`src/rtl/zuc256_ctr_sequencer.sv`:
```
// Message-level sequencer in front of the ZUC-256 CTR stage.
// Latches key/IV/length, issues one init request, then streams plaintext words through the
// CTR stage one at a time, returning each result with a last-word flag. Every wait on the CTR
// stage is guarded by a watchdog, and an abort while a request is outstanding drains the reply.
module zuc256_ctr_sequencer #(
    parameter int unsigned LEN_W   = 16,
    parameter int unsigned TIMEOUT = 1024
) (
    input  logic             clk,
    input  logic             reset,
    input  logic             start,
    input  logic             abort,
    input  logic [255:0]     key,
    input  logic [127:0]     iv,
    input  logic [LEN_W-1:0] msg_len,
    input  logic             in_valid,
    output logic             in_ready,
    input  logic [31:0]      in_data,
    output logic             out_valid,
    input  logic             out_ready,
    output logic [31:0]      out_data,
    output logic             out_last,
    output logic             ctr_init,
    output logic             ctr_next,
    output logic [255:0]     ctr_key,
    output logic [127:0]     ctr_iv,
    output logic [31:0]      ctr_word_i,
    input  logic [31:0]      ctr_word_o,
    input  logic             ctr_ready,
    output logic             busy,
    output logic             done,
    output logic             error
);

    localparam int unsigned CntW = $clog2(TIMEOUT + 1);

    typedef enum logic [2:0] {
        StIdle,
        StInitWait,
        StFetch,
        StNextWait,
        StEmit,
        StDrain,
        StErr
    } state_e;

    state_e             state_q, state_d;
    logic [CntW-1:0]    wdog_q;
    logic [LEN_W-1:0]   remaining_q;
    logic [255:0]       key_q;
    logic [127:0]       iv_q;
    logic [31:0]        word_q;
    logic [31:0]        out_data_q;
    logic               out_last_q;
    logic               ctr_init_q;
    logic               ctr_next_q;
    logic               done_q;

    logic               timeout_hit;
    logic               waiting;
    logic               start_go;
    logic               zero_done;
    logic               fetch_hs;
    logic               word_done;
    logic               last_hs;

    // Decoded strobes; abort always takes priority over any other event in the same cycle.
    always_comb begin
        timeout_hit = (wdog_q == CntW'(TIMEOUT));
        waiting     = (state_q == StInitWait) || (state_q == StNextWait) ||
                      (state_q == StDrain);
        start_go    = (state_q == StIdle) && start && !abort && (msg_len != '0);
        zero_done   = (state_q == StIdle) && start && !abort && (msg_len == '0);
        fetch_hs    = (state_q == StFetch) && in_valid && !abort;
        word_done   = (state_q == StNextWait) && ctr_ready && !abort;
        last_hs     = (state_q == StEmit) && out_ready && !abort && out_last_q;
    end

    // State register.
    always_ff @(posedge clk) begin
        if (reset) begin
            state_q <= StIdle;
        end else begin
            state_q <= state_d;
        end
    end

    // Next-state logic.
    always_comb begin
        state_d = state_q;
        unique case (state_q)
            StIdle: begin
                if (start_go) begin
                    state_d = StInitWait;
                end
            end
            StInitWait: begin
                // An abort coinciding with the reply needs no drain: nothing is outstanding.
                if (abort) begin
                    state_d = ctr_ready ? StIdle : StDrain;
                end else if (ctr_ready) begin
                    state_d = StFetch;
                end else if (timeout_hit) begin
                    state_d = StErr;
                end
            end
            StFetch: begin
                if (abort) begin
                    state_d = StIdle;
                end else if (in_valid) begin
                    state_d = StNextWait;
                end
            end
            StNextWait: begin
                if (abort) begin
                    state_d = ctr_ready ? StIdle : StDrain;
                end else if (ctr_ready) begin
                    state_d = StEmit;
                end else if (timeout_hit) begin
                    state_d = StErr;
                end
            end
            StEmit: begin
                if (abort) begin
                    state_d = StIdle;
                end else if (out_ready) begin
                    state_d = out_last_q ? StIdle : StFetch;
                end
            end
            StDrain: begin
                if (ctr_ready || timeout_hit) begin
                    state_d = StIdle;
                end
            end
            StErr: begin
                if (abort) begin
                    state_d = StIdle;
                end
            end
            default: state_d = StIdle;
        endcase
    end

    // State-decoded outputs.
    always_comb begin
        busy      = (state_q != StIdle);
        error     = (state_q == StErr);
        in_ready  = (state_q == StFetch);
        out_valid = (state_q == StEmit);
    end

    // Watchdog: restarts on entry to any CTR wait state, saturates at TIMEOUT.
    always_ff @(posedge clk) begin
        if (reset) begin
            wdog_q <= '0;
        end else if (state_d != state_q) begin
            wdog_q <= '0;
        end else if (waiting && !timeout_hit) begin
            wdog_q <= wdog_q + CntW'(1);
        end
    end

    // Datapath: latched operands, result word, request and done pulses.
    always_ff @(posedge clk) begin
        if (reset) begin
            key_q       <= '0;
            iv_q        <= '0;
            remaining_q <= '0;
            word_q      <= '0;
            out_data_q  <= '0;
            out_last_q  <= 1'b0;
            ctr_init_q  <= 1'b0;
            ctr_next_q  <= 1'b0;
            done_q      <= 1'b0;
        end else begin
            ctr_init_q <= start_go;
            ctr_next_q <= fetch_hs;
            done_q     <= zero_done | last_hs;

            if (start_go) begin
                key_q       <= key;
                iv_q        <= iv;
                remaining_q <= msg_len;
            end

            if (fetch_hs) begin
                word_q <= in_data;
            end

            if (word_done) begin
                out_data_q <= ctr_word_o;
                out_last_q <= (remaining_q == LEN_W'(1));
                if (remaining_q != '0) begin
                    remaining_q <= remaining_q - LEN_W'(1);
                end
            end else if ((state_q == StEmit) && (abort || out_ready)) begin
                out_last_q <= 1'b0;
            end
        end
    end

    assign ctr_key    = key_q;
    assign ctr_iv     = iv_q;
    assign ctr_word_i = word_q;
    assign out_data   = out_data_q;
    assign out_last   = out_last_q;
    assign ctr_init   = ctr_init_q;
    assign ctr_next   = ctr_next_q;
    assign done       = done_q;

endmodule

```
`config.mk`:
```
export PLATFORM = sky130hd
export DESIGN_NAME = zuc256_ctr_sequencer
export DESIGN_NICKNAME = d
export VERILOG_FILES = /design/src/rtl/zuc256_ctr_sequencer.sv
export SDC_FILE = /design/constraint.sdc
export NUM_CORES = 1
export LEC_CHECK = 0
export BUFFER_PORTS_ARGS = -buffer_cell sky130_fd_sc_hd__buf_2
export CAP_MARGIN = 20
export CORE_AREA = 2 2 364 366
export DETAILED_ROUTE_END_ITERATION = 16
export DIE_AREA = 0 0 366 368
export REMOVE_ABC_BUFFERS = 1
export SETUP_SLACK_MARGIN = 0.4
export SYNTH_ARGS = -nofsm -noshare
export SYNTH_HDL_FRONTEND = slang
export SYNTH_SLANG_ARGS = --single-unit
```
`constraint.sdc`:
```
create_clock -name clk -period 2.2 [get_ports clk]
set_input_delay 0.11 -clock clk [delete_from_list [all_inputs] [get_ports clk]]
set_output_delay 0.11 -clock clk [all_outputs]
set_load 0.1 [all_outputs]
```
After elaboration in Yosys (flattened, before gate mapping):

Cells that the tools add are included.

* logic and storage cells: 69
* input bits: 471
* register bits after elaboration: 482
* output and inout port bits: 456

* equality and inequality tests: 9
* bitwise logic cells: 1
* reduce and logical (&&, ||, !) cells: 26
* $add $sub $neg: 2
* multiplexer cells: 20

Operators with widths (count)
* 16-bit two-way mux: 3
* 3-bit two-way mux: 13
* 16-bit nonzero test: 2
* 3-bit case mux with 7 select lines: 1
* 16-bit by 1-bit == test with 1-bit output, second input constant: 1
* 16-bit logical NOT: 1
* 16-bit by 1-bit subtractor with 16-bit output, second input constant: 1
* 1-bit logical AND: 13
* 11-bit by 1-bit adder with 11-bit output, second input constant: 1
* 11-bit == test, second input constant: 1
* 3-bit == test, second input constant: 3
* 3-bit by 2-bit == test with 1-bit output, second input constant: 2
* 1-bit logical OR: 4
* 3-bit by 1-bit == test with 1-bit output, second input constant: 1
* 3-bit logical NOT: 1
* 3-bit inequality test: 1
* 3-bit nonzero test: 1
* 1-bit logical NOT: 2
* 1-bit two-way mux: 2
* 2-bit two-way mux: 1
* 2-bit nonzero test: 1
* 2-bit OR reduction: 1
* 1-bit OR: 1

Logic depth before layout (Yosys ltp):

Gate-level depths: netlist of the first run.

* depth after elaboration: 8
* mapped depth: 9
* gate-level depth less buffers: 7

Least setup slack after synthesis of the first run:

No wires, ideal clock.

* kind: reg2reg
* start point: register state_q[2]
* end point: register out_last_q, in the netlist out_last
* data arrival time: 3.390 ns
* setup time: 0.132 ns
* clock period less this slack: 3.523 ns
* data required time: 2.068 ns
* buffers on the path: 1
* path slack: -1.323 ns
* cell stages (with the launch flop): 7
* path through: dfxtp_1 > clkbuf_1 > inv_1 > nor3_1 > o21ai_0 > nand3_1 > a21oi_1

* elaborated cells between the ends (all ways): 7
* those cells by class: eq/ne: 2; mux: 1; reduce/logical: 4

RTL lines
* from (decl): line 47 `state_e state_q, state_d;`
* from (signal assigned): line 82 `state_q <= StIdle;`
* from (signal assigned): line 84 `state_q <= state_d;`
* 3-bit == test
* net out_valid: line 19 `output logic out_valid,`
* 1-bit logical AND: line 196 `end else if ((state_q == StEmit) && (abort || out_ready)) begin`
* 2-bit nonzero test (no source line)
* to (signal assigned): line 192 `out_last_q <= (remaining_q == LEN_W'(1));`
* to (decl): line 54 `logic out_last_q;`

The timed path passes the listed nets, and every way through them passes these cells.
A chain may end at the register's enable or synchronous reset.

Worst setup path in the final report of the first run:

* start point: register state_q[2]
* end point: register key_q[174], in the netlist ctr_key[174]

* cells in the longest elaborated chain, start to end: 4

Ends and longest elaborated chain
* 3-bit logical NOT: line 72 `start_go = (state_q == StIdle) && start && !abort && (msg_len != '0);`
* 1-bit logical AND (3 in a row): line 72
* to (signal assigned): line 181 `key_q <= key;`
* to (decl): line 50 `logic [255:0] key_q;`

Every way passes these cells.

==> impl_results.md, run 1 <==
- Endpoint of the most critical register-to-register path: ctr_key[174]$_SDFFE_PP0P_
- Routability congestion estimate from global placement: 0.906
- Total of max-cap violations: 0
- Clock power frac: 0.385
- Number of placed instances, taps included: 4808
- Fin crit period: 2.19 ns
- Clock-pin transition on the worst setup and hold timing paths: 0.06 ns
- Worst-Skew Late Latency: 0.64 ns
- Worst Hold Class: input port to flip-flop
- Count of distinct cell types in the synthesized netlist: 56
- Area Overhead vs Synth: 96.3%
- Top flip-flop cell by instance count after synthesis: dfxtp_1
- Most area-hungry cell type in the Yosys netlist: dfxtp_1
- Detailed-route wire length per cell: 19.2 um
- Width of the chip: 366 um
- Die ar.: 0.135 mm^2
- First-pass GRT wire length: 144000 um
- Worst IR drop on VDD: 0.000538 V
- Critical path endpoint: ctr_key[174]$_SDFFE_PP0P_
- Detailed-router iteration count before antenna repair: 5
- Fmax achieved: 0.456 GHz
- Port Buffer Count: 926
- Number of endpoints with negative hold slack in the final report: 0
- Final setup violation count: 0
- Summed instance area of the synthesized netlist: 0.0173 mm^2
- Via density: 3.99
- Slowest cell delay on critical path: 0.42 ns
- Starting density of the core: 0.132
- Proportion of power drawn by flip-flops and latches: 0.361
- Sequence of cells on the critical path: or3_4, nor3b_4, buf_4, buf_6, nand2_8, buf_16, buf_12, nand2_1, a21oi_1
- Global router's overall resource usage: 0.144
- Internal power summed over all cells: 17.0 mW
- Worst-case headroom to the max-slew limit: 0.483
- Fraction of final layout cells sized beyond drive strength 1: 0.383
- Synth Area per Inst: 7.83 um^2
- Setup CP Type: flip-flop to flip-flop
- Number of design-rule violations left by the first detailed-router iteration: 1450
- Number of synthesized flops with an enable pin: 0
- Critical path arrival: 2.69 ns
- Type of origin of the critical path: flip-flop
- Worst path slowest cell: or3_4
- Proportion of synthesized flip-flops having asynchronous set or reset: 0
- #FFs+latches synth: 482
- Psw: 8.87 mW
- Pwr dens: 761 mW/mm^2
- Final net count: 4153
- Clock buffers created by TritonCTS: 58
- Outcome: finished clean
- CTS sink count: 482
- Count of boundary I/O pins: 927
- Count of synthesis-stage warnings from yosys: 0
- CTS Root Cell: clkbuf_16
- Largest cells by area after synthesis: dfxtp_1, nand2_1, a21oi_1, clkbuf_1, buf_2
- Most repeated cell in the gate-level netlist after synthesis: nand2_1
- Critical path launch point: state_q[2]$_SDFF_PP0_
- Vias in the first global route: 21700
- Finished Layout Cells: 5490
- Element type at the critical path end: flip-flop
- Total number of H-tree levels: 2
- Worst clock skew: 0.0189 ns
- Final Power: 25.8 mW
- Net switching share of the total power: 0.343
- Fin crit share: 0.996
- Area of the core: 0.131 mm^2
- Grt total ovfl: 0
- Proportion of power drawn by combinational gates: 0.253
- Critical R2R Launch: state_q[2]$_SDFF_PP0_
- Most frequent cells after synthesis: nand2_1, dfxtp_1, a21oi_1
- Total Routed Length: 106000 um
- Hold-critical path depth: 5
- Post-synthesis sequential area ratio: 0.557
- Remaining antenna violation count after routing: 0
- Clock tree from TritonCTS: done
- Post-synthesis cell count: 2210
- Required time worst endpoint: 2.70 ns
- HPWL after detailed placement: 70700 um
- Setup slack on the worst flop-to-flop path: 0.008 ns
- Number of rows created at floorplan: 133
- Number of antenna violations at the first check in global routing: 23
- Maximum number of pins on one net before global-route repair: 75
- Leak: 14.7 nW
- Setup repair after global routing missed its margin: yes
- Overall die height: 368 um
- Clock Path Buffers: 3
- Largest fanout of any net on the critical path: 24
- Total number of vias: 21900
- Worst Tran Pin Value: 0.776 ns
- Cell depth of the worst flop-to-flop path: 9
- Final count of pins violating max slew: 0
- Remaining DRCs: 0
- Share of the synthesized area in the top cell type: 0.557
logic make-up after synthesis:
| family | after synthesis | synth area share |
|---|---|---|
| XOR/XNOR | 10 | 0.00506 |
| buffers and inverters | 181 | 0.0426 |
| flip-flops | 482 | 0.557 |
| AND/OR/NAND/NOR | 1019 | 0.235 |
| multiplexers | 1 | 0.000578 |
| AO/OA/AOI/OAI | 512 | 0.155 |
| adder cells (fa/ha/maj) | 5 | 0.00361 |
worst max-delay path: cells and delay by family, from the launching register on:
kind,cells,cell delay (ns)
buf+inv,4,0.69
simple gates,4,0.87
compound gates,1,0.10
flops,1,0.33
worst min-delay path by stage:
stage                     start  slack (ns)                    endpoint
CTS                  msg_len[8]        0.16             done$_SDFF_PP0_
floorplan                 reset        0.18  remaining_q[10]$_SDFF_PP0_
global route             iv[41]        0.23     ctr_iv[41]$_SDFFE_PP0P_
finish              msg_len[10]        0.24             done$_SDFF_PP0_
detailed placement     key[113]        0.36   ctr_key[113]$_SDFFE_PP0P_
global placement        key[69]        0.35    ctr_key[69]$_SDFFE_PP0P_
per-stage QoR:
step	utilization	TNS (ns)	cell area, um^2	hold slack, ns	setup slack (ns)
4_1_cts	0.249	0	32600	0.160	0.0990
6_report	0.260	0	34000	0.245	0.00841
2_1_floorplan	-	-2655.26	16600	0.179	-7.65
3_5_place_dp	0.187	0	24400	0.356	0.0217
3_3_place_gp	0.187	-0.0156	24400	0.350	-0.0153
5_1_grt	0.260	-1.83	34000	0.228	-0.0495
power by group through the flow:
stage          registers [mW]  logic, mW  clock network (mW)
6_report                 9.33       6.55                9.96
2_1_floorplan            12.0      0.951                   0
3_5_place_dp             9.48       5.00                   0
3_3_place_gp             9.47       4.99                   0
5_1_grt                  9.37       6.85                10.5
4_1_cts                  9.30       6.22                10.3
state kept, by name, indices dropped and copies added, names as in the netlist:
name / count
ctr_word_i: 32
ctr_key: 256
wdog_q: 11
ctr_init: 1
state_q: 3
out_last: 1
ctr_iv: 128
out_data: 32
ctr_next: 1
remaining_q: 16
done: 1
placed cells by master (no fill, tap or decap), types with 5 or more instances in the layout:
| cell type | count |
|---|---|
| a21oi_2 | 52 |
| buf_12 | 35 |
| clkbuf_8 | 13 |
| buf_2 | 922 |
| nand2_4 | 49 |
| a31oi_1 | 10 |
| nand3_1 | 9 |
| clkbuf_16 | 72 |
| inv_1 | 12 |
| clkinv_2 | 8 |
| diode_2 | 14 |
| dfxtp_1 | 478 |
| nor2_1 | 16 |
| nor4_1 | 5 |
| buf_8 | 6 |
| inv_6 | 5 |
| buf_16 | 31 |
| clkbuf_1 | 11 |
| nand2_2 | 68 |
| buf_4 | 71 |
| ha_1 | 5 |
| a32oi_1 | 5 |
| nor3_1 | 7 |
| nor3_2 | 10 |
| a21oi_1 | 415 |
| nand4_1 | 9 |
| nand2_1 | 793 |
| o211ai_1 | 6 |
| buf_6 | 25 |
| xor2_1 | 9 |
| dlygate4sd3_1 | 469 |
layout make-up:
| cell class | count | area, um^2 |
|---|---|---|
| clock buffers | 83 | 1700 |
| repair buffers | 1575 | 12200 |
| flip-flops and latches | 482 | 9650 |
| clock inverters | 21 | 235 |
| diodes | 14 | 35.0 |
| inverters | 12 | 45.0 |
| well taps | 1755 | 2200 |
| multi-input cells | 1548 | 7930 |
| fillers | 13800 | 96800 |
per-layer routing:
metal  wire length, um  part of all wire  GRT usage  vias to the layer above
li1                  -                 -          -                    10200
met1             38700              0.37      0.156                    10400
met2             51000              0.48      0.248                     1019
met3             11300              0.11     0.0601                      242
met4              4530             0.043     0.0584                       16
met5                96           0.00091          0                        -
repair_timing:
item                                    4_1_cts  5_1_grt
setup buffers                                36       20
pin swaps                                    75       90
endpoints found under the hold margin       469        0
gates cloned                                 22       17
endpoints found under the setup margin      416      474
hold buffers                                469        0
gates resized for setup                     147      215
No activity file was read; power rests on OpenSTA's default activity.
==> inputs of run 2 (changes only) <==
Settings changed: REMOVE_ABC_BUFFERS 1 to not set.
==> impl_results.md, run 2 (synthesis gave the netlist of run 1 again) <==
- Worst IR drop on VDD: 0.000602 V
- Detailed-router iteration count before antenna repair: 6
- Worst Tran Pin Value: 0.653 ns
- Finished Layout Cells: 5551
- Worst clock skew: 0.0277 ns
- Number of rows created at floorplan: 133
- Leak: 15.6 nW
- Synthesized net count: 2686
- Total number of H-tree levels: 2
- Setup_tns: 0 ns
- Count of boundary I/O pins: 927
- Area of the core: 0.131 mm^2
- Maximum number of pins on one net before global-route repair: 83
- Final worst slack: 0.0258 ns
- Starting density of the core: 0.132
- Total number of vias: 22400
- Number of fill cells in the layout: 13500
- Element type at the critical path end: flip-flop
- Clock Path Buffers: 3
- Remaining antenna violation count after routing: 0
- Global router's overall resource usage: 0.148
- Outcome: finished clean
- Number of endpoints with negative hold slack in the final report: 0
- Flip-flop count of the largest register after layout: 256
- Vias in the first global route: 22400
- Worst-Skew Late Latency: 0.66 ns
- Area of placed instances: 0.0246 mm^2
- Pwr dens: 737 mW/mm^2
- Clock buffers created by TritonCTS: 59
- Total of max-cap violations: 0
- CTS sink count: 482
- Required time worst endpoint: 2.72 ns
- Largest fanout of any net on the critical path: 8
- Port Buffer Count: 926
- Setup slack on the worst flop-to-flop path: 0.03 ns
- Area Overhead vs Synth: 108%
- Commonest cells after routing, fill and taps aside: buf_2, nand2_1, dfxtp_1
- Setup CP Type: flip-flop to flip-flop
- Remaining DRCs: 0
- Overall die height: 368 um
- Type of origin of the critical path: flip-flop
- Fin crit period: 2.17 ns
- Number of placed instances, taps included: 4821
- Total Routed Length: 108000 um
- Detailed-route wire length per cell: 19.5 um
- Number of antenna violations at the first check in global routing: 38
- HPWL after detailed placement: 72700 um
- Final net count: 4208
- Width of the chip: 366 um
- First-pass GRT wire length: 149000 um
- Final setup violation count: 0
- Setup repair after global routing missed its margin: yes
- WHS: 0.223 ns
- Clock tree from TritonCTS: done
- Critical path arrival: 2.69 ns
- Fmax achieved: 0.460 GHz
- Routability congestion estimate from global placement: 0.888
- Util after Layout: 0.275
- Post-route cell area: 0.0360 mm^2
- Die ar.: 0.135 mm^2
- Final Power: 26.5 mW
- Via density: 4.03
- Number of design-rule violations left by the first detailed-router iteration: 1302
- Worst Hold Class: input port to flip-flop
- Leading cell type in the layout, fill and taps excluded: buf_2
- Fraction of final layout cells sized beyond drive strength 1: 0.424
- Clock-pin transition on the worst setup and hold timing paths: 0.06 ns
- Final count of pins violating max slew: 0
- Fin crit share: 0.988
- Post-Place Setup Slack: -0.00694 ns
- CTS Root Cell: clkbuf_16
- Worst-case headroom to the max-slew limit: 0.568
- Grt total ovfl: 0
-- run 2: cell count changes in the layout (fill, tap and decap cells not counted), sizes merged --
cell / previous run / this run
diode: 14 / 16
clkinv: 9 / 10
inv: 17 / 16
clkbuf: 96 / 97
bufbuf: 3 / 5
and2: 5 / 4
buf: 1090 / 1147
-- run 2: timing repair --
action / CTS / global route
endpoints found under the hold margin: 469 / 0
endpoints found under the setup margin: 446 / 438
resized for setup: 357 / 258
setup buffers: 56 / 19
hold buffers: 469 / 0
gates cloned: 50 / 11
pin swaps: 155 / 103
-- run 2: layout make-up --
cell class | instances | area (um^2) | area share
diodes | 16 | 40.0 | 0.00111
clock buffers | 88 | 1720 | 0.0477
clock inverters | 21 | 273 | 0.00758
inverters | 12 | 48.8 | 0.00136
multi-input cells | 1547 | 8600 | 0.239
flip-flops and latches | 482 | 9660 | 0.268
well taps | 1755 | 2200 | 0.0610
repair buffers | 1630 | 13500 | 0.374
-- run 2: final timing paths --
check | cells after the start | to | startpoint
setup reg to reg | 12 | ctr_key[15]$_SDFFE_PP0P_ | state_q[1]$_SDFF_PP0_
hold reg to reg | 2 | ctr_word_i[7]$_SDFFE_PP0P_ | ctr_word_i[7]$_SDFFE_PP0P_
setup / recovery | 12 | ctr_key[15]$_SDFFE_PP0P_ | state_q[1]$_SDFF_PP0_
hold / removal | 4 | ctr_key[183]$_SDFFE_PP0P_ | key[183]
-- run 2: layer usage --
layer / global-route usage / vias up / wire [um]
met5: 0 / - / 159
li1: - / 10300 / -
met4: 0.0646 / 26 / 5000
met2: 0.246 / 1116 / 51000
met1: 0.171 / 10600 / 41900
met3: 0.0531 / 286 / 10100
-- run 2: report_power, final --
group | internal, mW | switching (mW) | total (mW)
combinational | 2.42 | 4.65 | 7.06
sequential | 9.11 | 0.260 | 9.37
clock | 5.87 | 4.21 | 10.1
total | 17.4 | 9.12 | 26.5
-- run 2: critical path, stage by stage (launching register included) --
cell,delay [ns]
dfxtp_2,0.32
or3_4,0.40
nor3b_4,0.20
buf_6,0.12
buf_6,0.08
buf_8,0.10
nand2_8,0.06
buf_12,0.14
buf_16,0.16
buf_12,0.13
buf_16,0.13
nand2_2,0.09
a21oi_2,0.07
==> inputs of run 3 (changes only) <==
Settings changed: ABC_CLOCK_PERIOD_IN_PS set to 1800.
Clock period 2.2 ns to 1.8 ns, I/O delays scaled along.
==> impl_results.md, run 3 (synthesis gave the netlist of run 1 again) <==
- Number of design-rule violations left by the first detailed-router iteration: 1653
- Cell depth of the worst flop-to-flop path: 8
- Grt total ovfl: 0
- Leading cell type in the layout, fill and taps excluded: buf_2
- Synthesized net count: 2686
- Final Power: 32.0 mW
- Commonest cells after routing, fill and taps aside: buf_2, nand2_1, dfxtp_1
- First-pass GRT wire length: 144000 um
- Final worst slack: -0.344 ns
- Global router's overall resource usage: 0.144
- Worst-Skew Late Latency: 0.64 ns
- Largest fanout of any net on the critical path: 6
- Setup CP Type: flip-flop to flip-flop
- Worst Hold Class: input port to flip-flop
- Setup repair after global routing missed its margin: yes
- Failing checks: setup timing
- CTS sink count: 482
- Worst IR drop on VDD: 0.000800 V
- Fmax achieved: 0.466 GHz
- Outcome: complete, but fails checks
- Critical path launch point: remaining_q[3]$_SDFF_PP0_
- Starting density of the core: 0.132
- Final setup violation count: 414
- Pwr dens: 932 mW/mm^2
- Remaining antenna violation count after routing: 0
- Port Buffer Count: 926
- Required time worst endpoint: 2.37 ns
- Worst Tran Pin Value: 0.744 ns
- Clock-pin transition on the worst setup and hold timing paths: 0.06 ns
- Critical path endpoint: remaining_q[2]$_SDFF_PP0_
- Endpoint of the most critical register-to-register path: remaining_q[2]$_SDFF_PP0_
- Post-Place Setup Slack: -0.385 ns
- Count of boundary I/O pins: 927
- Final net count: 4184
- Remaining DRCs: 0
- Final count of pins violating max slew: 0
- Leak: 14.9 nW
- Clock tree from TritonCTS: done
- Worst-case headroom to the max-slew limit: 0.507
- Detailed-router iteration count before antenna repair: 6
- Number of endpoints with negative hold slack in the final report: 0
- Setup slack on the worst flop-to-flop path: -0.34 ns
- Element type at the critical path end: flip-flop
- Area of the core: 0.131 mm^2
- Via density: 4.01
- Critical R2R Launch: remaining_q[3]$_SDFF_PP0_
- Vias in the first global route: 21500
- Fin crit share: 1.19
- Maximum number of pins on one net before global-route repair: 54
- Total number of H-tree levels: 2
- WHS: 0.0784 ns
- CTS Root Cell: clkbuf_16
- Number of rows created at floorplan: 133
- Overall die height: 368 um
- Worst clock skew: 0.0186 ns
- Critical path arrival: 2.71 ns
- Total Routed Length: 105000 um
- Total number of vias: 22200
- Clock buffers created by TritonCTS: 56
- Startpoint of the most critical hold path: abort
- Clock Path Buffers: 3
- Flip-flop count of the largest register after layout: 256
- Detailed-route wire length per cell: 18.9 um
- Width of the chip: 366 um
- Total of max-cap violations: 0
- Fin crit period: 2.14 ns
- Number of antenna violations at the first check in global routing: 42
- Die ar.: 0.135 mm^2
- Routability congestion estimate from global placement: 0.939
- HPWL after detailed placement: 70800 um
- Area Overhead vs Synth: 98.5%
- Type of origin of the critical path: flip-flop
- Fraction of final layout cells sized beyond drive strength 1: 0.388
==> run 3: changes by cell type in the layout (fill, tap and decap cells not counted), sizes merged, moves of 2 or more <==
cell / previous run / this run
diode: 16 / 36
bufinv: 4 / 9
clkinv: 10 / 12
buf: 1147 / 1126
clkbuf: 97 / 83
bufbuf: 5 / 7
==> run 3: worst min-delay path by stage <==
stage / end / slack, ns / cells after the start
after floorplan: ctr_key[191]$_SDFFE_PP0P_ / 0.23 / 2
after global placement: out_data[21]$_SDFFE_PP0P_ / 0.33 / 3
after detailed placement: ctr_key[157]$_SDFFE_PP0P_ / 0.34 / 3
after CTS: out_last$_SDFFE_PP0P_ / 0.003 / 5
after global routing: out_last$_SDFFE_PP0P_ / 0.10 / 5
final: out_last$_SDFFE_PP0P_ / 0.08 / 5
==> run 3: through the flow <==
stage | cells | setup TNS [ns] | util | instance area (um^2)
after floorplan | 2210 | -55.37 | - | 17800
after global placement | 4862 | -19.75 | 0.191 | 25000
after detailed placement | 4862 | -31.24 | 0.191 | 25000
after CTS | 5488 | -84.14 | 0.255 | 33300
after global routing | 5538 | -120.85 | 0.263 | 34300
final | 5546 | -79.40 | 0.263 | 34400
==> run 3: metal layers <==
layer	GRT usage	wire [um]
met1	0.172	41600
met2	0.234	48900
met4	0.0614	4530
met5	0	48
met3	0.0480	9790
==> run 3: power breakdown <==
group | total, mW | leakage (nW) | switching (mW) | internal, mW
combinational | 8.10 | 9.98 | 5.51 | 2.60
sequential | 11.4 | 3.93 | 0.281 | 11.1
clock | 12.5 | 0.986 | 5.02 | 7.50
==> run 3: what timing repair did <==
item	4_1_cts	5_1_grt
cloned	27	7
setup endpoints to repair	938	938
buffers inserted	25	15
hold buffers	469	0
endpoints found under the hold margin	481	0
gates resized for setup	150	180
pin swaps	50	92
==> run 3: layout make-up <==
cell class                      instances  area (um^2)
Multi-Input combinational cell       1547         7900
Clock buffer                           76         1590
Timing Repair Buffer                 1609        12500
Fill cell                           13800        96400
Tap cell                             1755         2200
Antenna cell                           36         90.1
Clock inverter                         29          423
Inverter                               12         47.5
Sequential cell                       482         9660
==> run 3: worst max-delay path, stage by stage, from the launching register on <==
cell and delay, ns:
dfxtp_2 0.32, or4_4 0.56, or3_4 0.44, buf_4 0.16, o21ai_4 0.17, buf_6 0.15, buf_4 0.10, a21oi_1 0.06
o22ai_1 0.13
